[config.mk]
export PLATFORM = sky130hd
export DESIGN_NAME = fetch_stage
export DESIGN_NICKNAME = d
export VERILOG_FILES = /design/src/rtl/rv32i_types.sv /design/src/rtl/fetch_hold_buf.sv /design/src/rtl/fetch_stage.sv
export SDC_FILE = /design/constraint.sdc
export NUM_CORES = 1
export LEC_CHECK = 0
export ABC_AREA = 1
export CAP_MARGIN = 25
export CELL_PAD_IN_SITES_DETAIL_PLACEMENT = 1
export CELL_PAD_IN_SITES_GLOBAL_PLACEMENT = 1
export CORE_MARGIN = 5
export CORE_UTILIZATION = 40
export DETAILED_ROUTE_END_ITERATION = 12
export GPL_TIMING_DRIVEN = 1
export PLACE_DENSITY_LB_ADDON = 0.1
export SYNTH_ARGS = -nofsm -noshare
export SYNTH_HDL_FRONTEND = slang
export SYNTH_SLANG_ARGS = --single-unit
[constraint.sdc]
create_clock -name clk -period 8.6 [get_ports clk]
set_input_delay 1.72 -clock clk [delete_from_list [all_inputs] [get_ports clk]]
set_output_delay 1.72 -clock clk [all_outputs]
set_load 0.05 [all_outputs]
[src/rtl/rv32i_types.sv]
// Shared RV32I front-end types: fetch FSM states and the canonical NOP encoding.
package rv32i_types;

  localparam int unsigned XLEN = 32;

  // addi x0, x0, 0
  localparam logic [XLEN-1:0] NOP_INSTR = 32'h00000013;

  typedef enum logic [1:0] {
    FETCH   = 2'd0,
    HOLD    = 2'd1,
    DISCARD = 2'd2
  } fetch_state_t;

endpackage

[src/rtl/fetch_hold_buf.sv]
// One-entry {instr, pc} skid buffer that parks a fetched word while decode is stalled.
module fetch_hold_buf #(
  parameter int unsigned width = 32
) (
  input  logic             clk,
  input  logic             rst,
  input  logic             load,
  input  logic             clear,
  input  logic [width-1:0] instr_in,
  input  logic [width-1:0] pc_in,
  output logic [width-1:0] instr,
  output logic [width-1:0] pc,
  output logic             valid
);

  // Clear wins over load so a flush can never leave a stale word behind.
  always_ff @(posedge clk or posedge rst) begin
    if (rst) begin
      instr <= '0;
      pc    <= '0;
      valid <= 1'b0;
    end else if (clear) begin
      valid <= 1'b0;
    end else if (load) begin
      instr <= instr_in;
      pc    <= pc_in;
      valid <= 1'b1;
    end
  end

endmodule

[src/rtl/fetch_stage.sv]
// Instruction-fetch stage with IF/ID register: owns the PC, runs the imem
// handshake, parks words across decode stalls and discards stale responses
// after a redirect. Optional build macro FETCH_STATS_EN adds fetch/stall counters.
module fetch_stage
  import rv32i_types::*;
#(
  parameter int unsigned      width    = 32,
  parameter logic [width-1:0] RESET_PC = 32'h40000060
) (
  input  logic             clk,
  input  logic             rst,
  input  logic             stall_signal,
  input  logic             redirect_i,
  input  logic [width-1:0] redirect_pc_i,
  output logic             imem_read_o,
  output logic [width-1:0] imem_address_o,
  input  logic             imem_resp_i,
  input  logic [width-1:0] imem_rdata_i,
  output logic [width-1:0] IF_instr_o,
  output logic [width-1:0] IF_pc_out_o,
  output logic             IF_valid_o
`ifdef FETCH_STATS_EN
  ,
  output logic [31:0]      fetch_count_o,
  output logic [31:0]      stall_count_o
`endif
);

  localparam logic [width-1:0] NOP = width'(NOP_INSTR);

  fetch_state_t     state_q, state_d;
  logic [width-1:0] pc_d;
  logic [width-1:0] instr_d;
  logic [width-1:0] ifpc_d;
  logic             valid_d;
  logic             buf_load;
  logic             buf_clear;
  logic [width-1:0] buf_instr;
  logic [width-1:0] buf_pc;
  logic             buf_valid;

  fetch_hold_buf #(.width(width)) u_hold_buf (
    .clk      (clk),
    .rst      (rst),
    .load     (buf_load),
    .clear    (buf_clear),
    .instr_in (imem_rdata_i),
    .pc_in    (imem_address_o),
    .instr    (buf_instr),
    .pc       (buf_pc),
    .valid    (buf_valid)
  );

  // State, PC, request strobe and IF/ID register.
  always_ff @(posedge clk or posedge rst) begin
    if (rst) begin
      state_q        <= FETCH;
      imem_address_o <= RESET_PC;
      imem_read_o    <= 1'b1;
      IF_instr_o     <= NOP;
      IF_pc_out_o    <= '0;
      IF_valid_o     <= 1'b0;
    end else begin
      state_q        <= state_d;
      imem_address_o <= pc_d;
      imem_read_o    <= (state_d == FETCH);
      IF_instr_o     <= instr_d;
      IF_pc_out_o    <= ifpc_d;
      IF_valid_o     <= valid_d;
    end
  end

  // Next-state, next-PC and IF/ID update; redirect overrides stall and resp.
  always_comb begin
    state_d   = state_q;
    pc_d      = imem_address_o;
    instr_d   = IF_instr_o;
    ifpc_d    = IF_pc_out_o;
    valid_d   = IF_valid_o;
    buf_load  = 1'b0;
    buf_clear = 1'b0;

    if (redirect_i) begin
      pc_d      = redirect_pc_i;
      valid_d   = 1'b0;
      instr_d   = NOP;
      buf_clear = 1'b1;
      case (state_q)
        FETCH:   state_d = imem_resp_i ? FETCH : DISCARD;
        HOLD:    state_d = FETCH;
        DISCARD: state_d = imem_resp_i ? FETCH : DISCARD;
        default: state_d = FETCH;
      endcase
    end else begin
      case (state_q)
        FETCH: begin
          if (imem_resp_i) begin
            pc_d = imem_address_o + width'(4);
            if (stall_signal) begin
              buf_load = 1'b1;
              state_d  = HOLD;
            end else begin
              instr_d = imem_rdata_i;
              ifpc_d  = imem_address_o;
              valid_d = 1'b1;
            end
          end else if (!stall_signal) begin
            instr_d = NOP;
            valid_d = 1'b0;
          end
        end
        HOLD: begin
          if (!stall_signal) begin
            instr_d   = buf_instr;
            ifpc_d    = buf_pc;
            valid_d   = buf_valid;
            buf_clear = 1'b1;
            state_d   = FETCH;
          end
        end
        DISCARD: begin
          if (imem_resp_i) begin
            state_d = FETCH;
          end
        end
        default: state_d = FETCH;
      endcase
    end
  end

`ifdef FETCH_STATS_EN
  logic fetch_load;

  assign fetch_load = !redirect_i && !stall_signal &&
                      ((state_q == FETCH && imem_resp_i) || (state_q == HOLD));

  // Free-running wrap-around counters of accepted instructions and stall cycles.
  always_ff @(posedge clk or posedge rst) begin
    if (rst) begin
      fetch_count_o <= '0;
      stall_count_o <= '0;
    end else begin
      if (fetch_load) begin
        fetch_count_o <= fetch_count_o + 32'd1;
      end
      if (stall_signal) begin
        stall_count_o <= stall_count_o + 32'd1;
      end
    end
  end
`endif

endmodule

==> qor.txt, run 1 <==
total track usage - 22.4%
CTS Buffer Depth - 2
Synth cell types - 29
Max Slew Vio Count - 0
CTS tree - built
slowest cell delay on critical path - 0.66 ns
classification of the worst setup path - in -> reg
Met2 Wirelength - 11700 um
met1 wire length - 11400 um
count of final hold-check violations - 0
Primary FF master, synth - dfrtp_1
Sink Count - 165
CP arrival - 4.58 ns
ranking of synthesized cells by area - dfrtp_1 (50%), nand2_1 (16%), o21ai_0 (8.9%)
initial antenna violation count - 0
RSZ-0062 raised after global routing - no
hold_buf cts - 0
DR WL met3 - 1220 um
Post-synth top cells - nand2_1 (334), dfrtp_1 (158), o21ai_0 (140), inv_1 (85), nand3_1 (71)
clock-pin slew on the worst setup and hold paths - 0.07 ns
IO Port Bufs - 166
crit-path cells - clkdlybuf4s50_1, buf_4, inv_1, buf_4, nand3_4, buf_4, mux2_1
Die W - 150 um
DRC viols - 0
Synth Instances - 979
root buffer cell - clkbuf_16
total wire length - 24600 um
top-count cell post-synth - nand2_1
Antenna Nets Post-Route - 0
initial core utilization - 40.5%
Core Area - 19400 um2
Syn Nets - 1049
Power, Total - 2460 uW
Placed Area - 9690 um2
Worst Setup Start Kind - primary input
Slowest-stage cell, CP - buf_4
htree depth - 4
Syn Area/Cell - 8.02 um2
WP data required - 8.91 ns
status - finished, final reports clean
GRT overflow - 0
max cap viols - 0
global-route wire length before repair - 39800 um
Synth Cell Area - 7850 um2
fill cell count - 2380
Yosys warnings - 0
Clk Latency, worst-skew pair - 0.43 ns
Multi-input gate area - 3140 um2
Std-Cell Rows - 51
Yosys top cell area share - 50.4%
worst vdd ir - 0.154 mV
flops & latches, synth - 165
FFs w/ async S/R, synth - 100%
worst rel slew slack - 40.9%
final setup TNS - 0 ns
placed wire-length estimate - 16800 um
crit-path max FO - 76
net count reported at finish - 1193
static leakage - 0.00493 uW
DR vias - 7175
P&R area growth vs syn - 32.2%
TritonRoute pass-1 iters - 5
vias in the first global route - 7377
# diodes - 0
PostCTS Resize Cnt - 0
GP Congestion - 0.831
Setup Skew - 0.00936 ns
Max Clock Freq - 235 MHz
final instance area - 10400 um2
crit end category - register
final setup fails - 0
min cycle time layout - 4.26 ns
Seq/Total Area, Yosys - 52.7%
Avg WL per Cell - 17.6 um
EDFF count, synth - 0
final period utilization - 49.6%
CTS buffer count - 17
IO Count - 167
die height - 150 um
largest net degree at the start of global routing - 108
Worst path top cell family by delay - buffers and inverters
CP bufs+invs - 5
die area - 22500 um2
DRT iter0 DRCs - 336
Synth area leader - dfrtp_1
Seq. cell area - 4140 um2
postcts setup bufs - 0
Worst-Margin Slew - 0.884 ns
Top cell by count, worst path - buf_4
vias per cell - 5.12
Top Layer Used - met4
Worst Hold Class - reg -> reg
ratio of cells with drive above 1 in the final layout - 5.81%
P per Cell Area - 237 nW/um2
routing by layer:
| layer | GRT usage (%) | up-vias |
|---|---|---|
| li1 | - | 3466 |
| met1 | 32.4 | 3526 |
| met2 | 35.2 | 154 |
| met3 | 3.70 | 29 |
| met4 | 5.76 | 0 |
| met5 | 0 | - |
cells in the final DEF, fill, tap and decap left out, drive strengths merged:
master	synthesis	final
a21oi	10	10
a31oi	1	1
buf	26	12
bufinv	0	2
clkbuf	27	18
clkdlybuf4s50	0	166
clkinv	0	6
dfrtp	158	158
dfstp	7	7
ha	1	1
inv	87	93
mux2	3	3
nand2	337	337
nand3	72	72
nor2	44	44
nor3	2	2
o211ai	35	35
o21ai	143	143
o21bai	9	9
o221ai	6	6
o22ai	2	2
xnor2	1	1
xor2	8	8
kinds of logic (layout without fill, tap and decap cells):
kind of cell	after synthesis	count (layout)	synth area share, %
AO/OA/AOI/OAI	206	206	14.9
XOR/XNOR	9	9	1.00
adder cells (fa/ha/maj)	1	1	0.159
buffers and inverters	140	297	7.38
flip-flops	165	165	52.7
multiplexers	3	3	0.430
AND/OR/NAND/NOR	455	455	23.4
power breakdown:
| part | leakage [uW] | internal, uW | switching [uW] | total, uW |
|---|---|---|---|---|
| registers | 0.00209 | 911 | 100 | 1010 |
| logic | 0.00254 | 220 | 437 | 656 |
| clock network | 0.000298 | 445 | 346 | 791 |
| total | 0.00493 | 1580 | 883 | 2460 |
tightest hold or removal path, delay by kind of cell, from the launching register on:
kind	cells	cell delay (ns)
DFF	1	0.34
and+or+nand+nor	2	0.11
flip-flops by register name (all words and copies together) (netlist names):
register / flops
IF_instr_o: 32
IF_pc_out_o: 32
imem_address_o: 32
u_hold_buf.instr: 32
u_hold_buf.pc: 32
state_q: 2
IF_valid_o: 1
imem_read_o: 1
u_hold_buf.valid: 1
stage by stage:
step	std cells	utilization [%]	hold slack (ns)	worst slack (ns)
floorplan	979	-	0.453	2.43
global placement	1365	49.8	0.462	3.77
detailed placement	1366	49.9	0.469	3.90
CTS	1398	53.1	0.487	4.32
global route	1401	53.5	0.509	4.11
finish	1401	53.5	0.482	4.34
cell type report:
class	count	area share [%]
Tap cell	265	3.20
Timing Repair Buffer	178	17.7
Sequential cell	165	39.9
Clock inverter	14	1.62
Clock buffer	18	4.23
Multi-Input combinational cell	674	30.2
Inverter	87	3.20
final timing paths:
| kind | endpoint | cells past startpoint | startpoint | slack (ns) |
|---|---|---|---|---|
| max | u_hold_buf.instr[4] | 7 | redirect_i | 4.34 |
| min | IF_instr_o[15] | 2 | IF_instr_o[15] | 0.48 |
| max reg2reg | IF_pc_out_o[28] | 7 | state_q[1] | 5.78 |
| min in group asynchronous | u_hold_buf.instr[6] | 2 | rst | 1.63 |
| max in group asynchronous | IF_instr_o[14] | 4 | rst | 5.47 |
| min reg2reg | IF_instr_o[15] | 2 | IF_instr_o[15] | 0.48 |
Power figures use the tool's default switching activity.
==> run 2: changes to the inputs <==
- CORE_UTILIZATION: 40 -> 34
- clock period: 8.6 -> 3.4 ns (I/O delays scaled with it)
==> run 2 against run 1 <==
Clock power increased by 130%. Global-route usage is 2.2 points lower. Sequential power increased to 2.5 times the previous value. Critical path depth down 6. Clock skew up 0.0019 ns. Combinational power grew to 2.5 times the previous value. Count of clock-buffer cells in the layout grew 2. Register-to-register slack worse by 4.3 ns. Largest power group unchanged. Highest routed layer unchanged.
==> qor.txt, run 2 (synthesis gave the netlist of run 1 again) <==
Setup Skew - 0.0112 ns
Multi-input gate area - 3140 um2
Std-Cell Rows - 55
classification of the worst setup path - reg -> out
DR WL met3 - 1360 um
clock-pin slew on the worst setup and hold paths - 0.07 ns
DRC viols - 0
hold_buf cts - 0
IO Port Bufs - 166
Max Clock Freq - 392 MHz
vias in the first global route - 7531
TritonRoute pass-1 iters - 6
Worst Setup Start Kind - register
initial antenna violation count - 0
Sink Count - 165
initial core utilization - 34.6%
Worst path top cell family by delay - buffers and inverters
P per Cell Area - 587 nW/um2
WP data required - 2.72 ns
Avg WL per Cell - 18.2 um
Core Area - 22700 um2
P&R area growth vs syn - 31.6%
min cycle time layout - 2.55 ns
worst rel slew slack - 53.2%
PostCTS Resize Cnt - 0
most frequent cells in the layout - nand2_1 (334), clkdlybuf4s50_1 (165), dfrtp_1 (158)
die height - 162 um
placed wire-length estimate - 17900 um
Die W - 162 um
CP arrival - 1.87 ns
root buffer cell - clkbuf_16
worst vdd ir - 0.285 mV
static leakage - 0.00489 uW
Seq. cell area - 4140 um2
net count reported at finish - 1199
Met2 Wirelength - 12000 um
global-route wire length before repair - 42200 um
CP bufs+invs - 1
postcts setup bufs - 0
max cap viols - 0
htree depth - 4
Worst-Margin Slew - 0.702 ns
DRT iter0 DRCs - 318
IO Count - 167
GP Congestion - 0.833
count of final hold-check violations - 0
Hold WS - 0.477 ns
CTS Buffer Depth - 2
RSZ-0062 raised after global routing - no
Worst Hold Class - reg -> reg
DR vias - 7244
final instance area - 10300 um2
crit end category - primary output
final setup fails - 0
CTS tree - built
fin util - 45.5%
largest net degree at the start of global routing - 73
GRT overflow - 0
# diodes - 0
crit-path cells - clkdlybuf4s50_1
final setup TNS - 0 ns
Clk Latency, worst-skew pair - 0.43 ns
crit-path max FO - 5
Top Layer Used - met4
final period utilization - 75.0%
ratio of cells with drive above 1 in the final layout - 6.30%
Antenna Nets Post-Route - 0
slowest cell delay on critical path - 0.83 ns
Max Slew Vio Count - 0
Slowest-stage cell, CP - clkdlybuf4s50_1
vias per cell - 5.08
CTS buffer count - 17
total track usage - 20.2%
status - finished, final reports clean
leading cell type in the layout, fill and taps excluded - nand2_1
fill cell count - 2728
die area - 26200 um2
met1 wire length - 12300 um
total wire length - 26000 um
Placed Area - 9780 um2
[run 2: layer usage]
layer,vias to the layer above,global-route usage [%]
li1,3469,-
met1,3592,28.6
met2,165,32.1
met3,18,4.24
met4,0,4.19
met5,-,0
[run 2: path summary, 6_finish.rpt]
path / startpoint / to / slack, ns / cells after the start
setup reg to reg: imem_address_o[3] / imem_address_o[20] / 1.51 / 8
max in group asynchronous: rst / imem_address_o[30] / 1.93 / 3
hold / removal: IF_instr_o[24] / IF_instr_o[24] / 0.48 / 2
setup / recovery: imem_address_o[5] / imem_address_o[5] / 0.85 / 1
min in group asynchronous: rst / imem_address_o[1] / 0.65 / 2
hold reg to reg: IF_instr_o[24] / IF_instr_o[24] / 0.48 / 2
[run 2: metrics by stage]
stage	power, uW	setup WS, ns	instances
floorplan	3590	0.627	979
global placement	4230	0.843	1395
detailed placement	4270	0.824	1395
CTS	6140	0.828	1427
global route	6380	0.794	1427
finish	6070	0.850	1427
[run 2: final cells by class]
class,instances,share of cell area [%]
repair buffers,184,17.6
flip-flops and latches,165,40.1
well taps,285,3.45
inverters,87,3.20
clock inverters,12,0.920
multi-input cells,674,30.4
clock buffers,20,4.42
[run 2: power by group]
| part | switching [uW] | internal (uW) |
|---|---|---|
| Combinational | 1110 | 554 |
| Sequential | 251 | 2310 |
| Clock | 865 | 985 |
[run 2: worst reg2reg max path: stages (launching register included)]
cell and delay, ns:
dfrtp_1 0.44, ha_1 0.24, nand3_1 0.15, inv_1 0.11, nand2_2 0.11, nor2_1 0.41
nand3_1 0.13, nand3_1 0.11, nand3_1 0.07
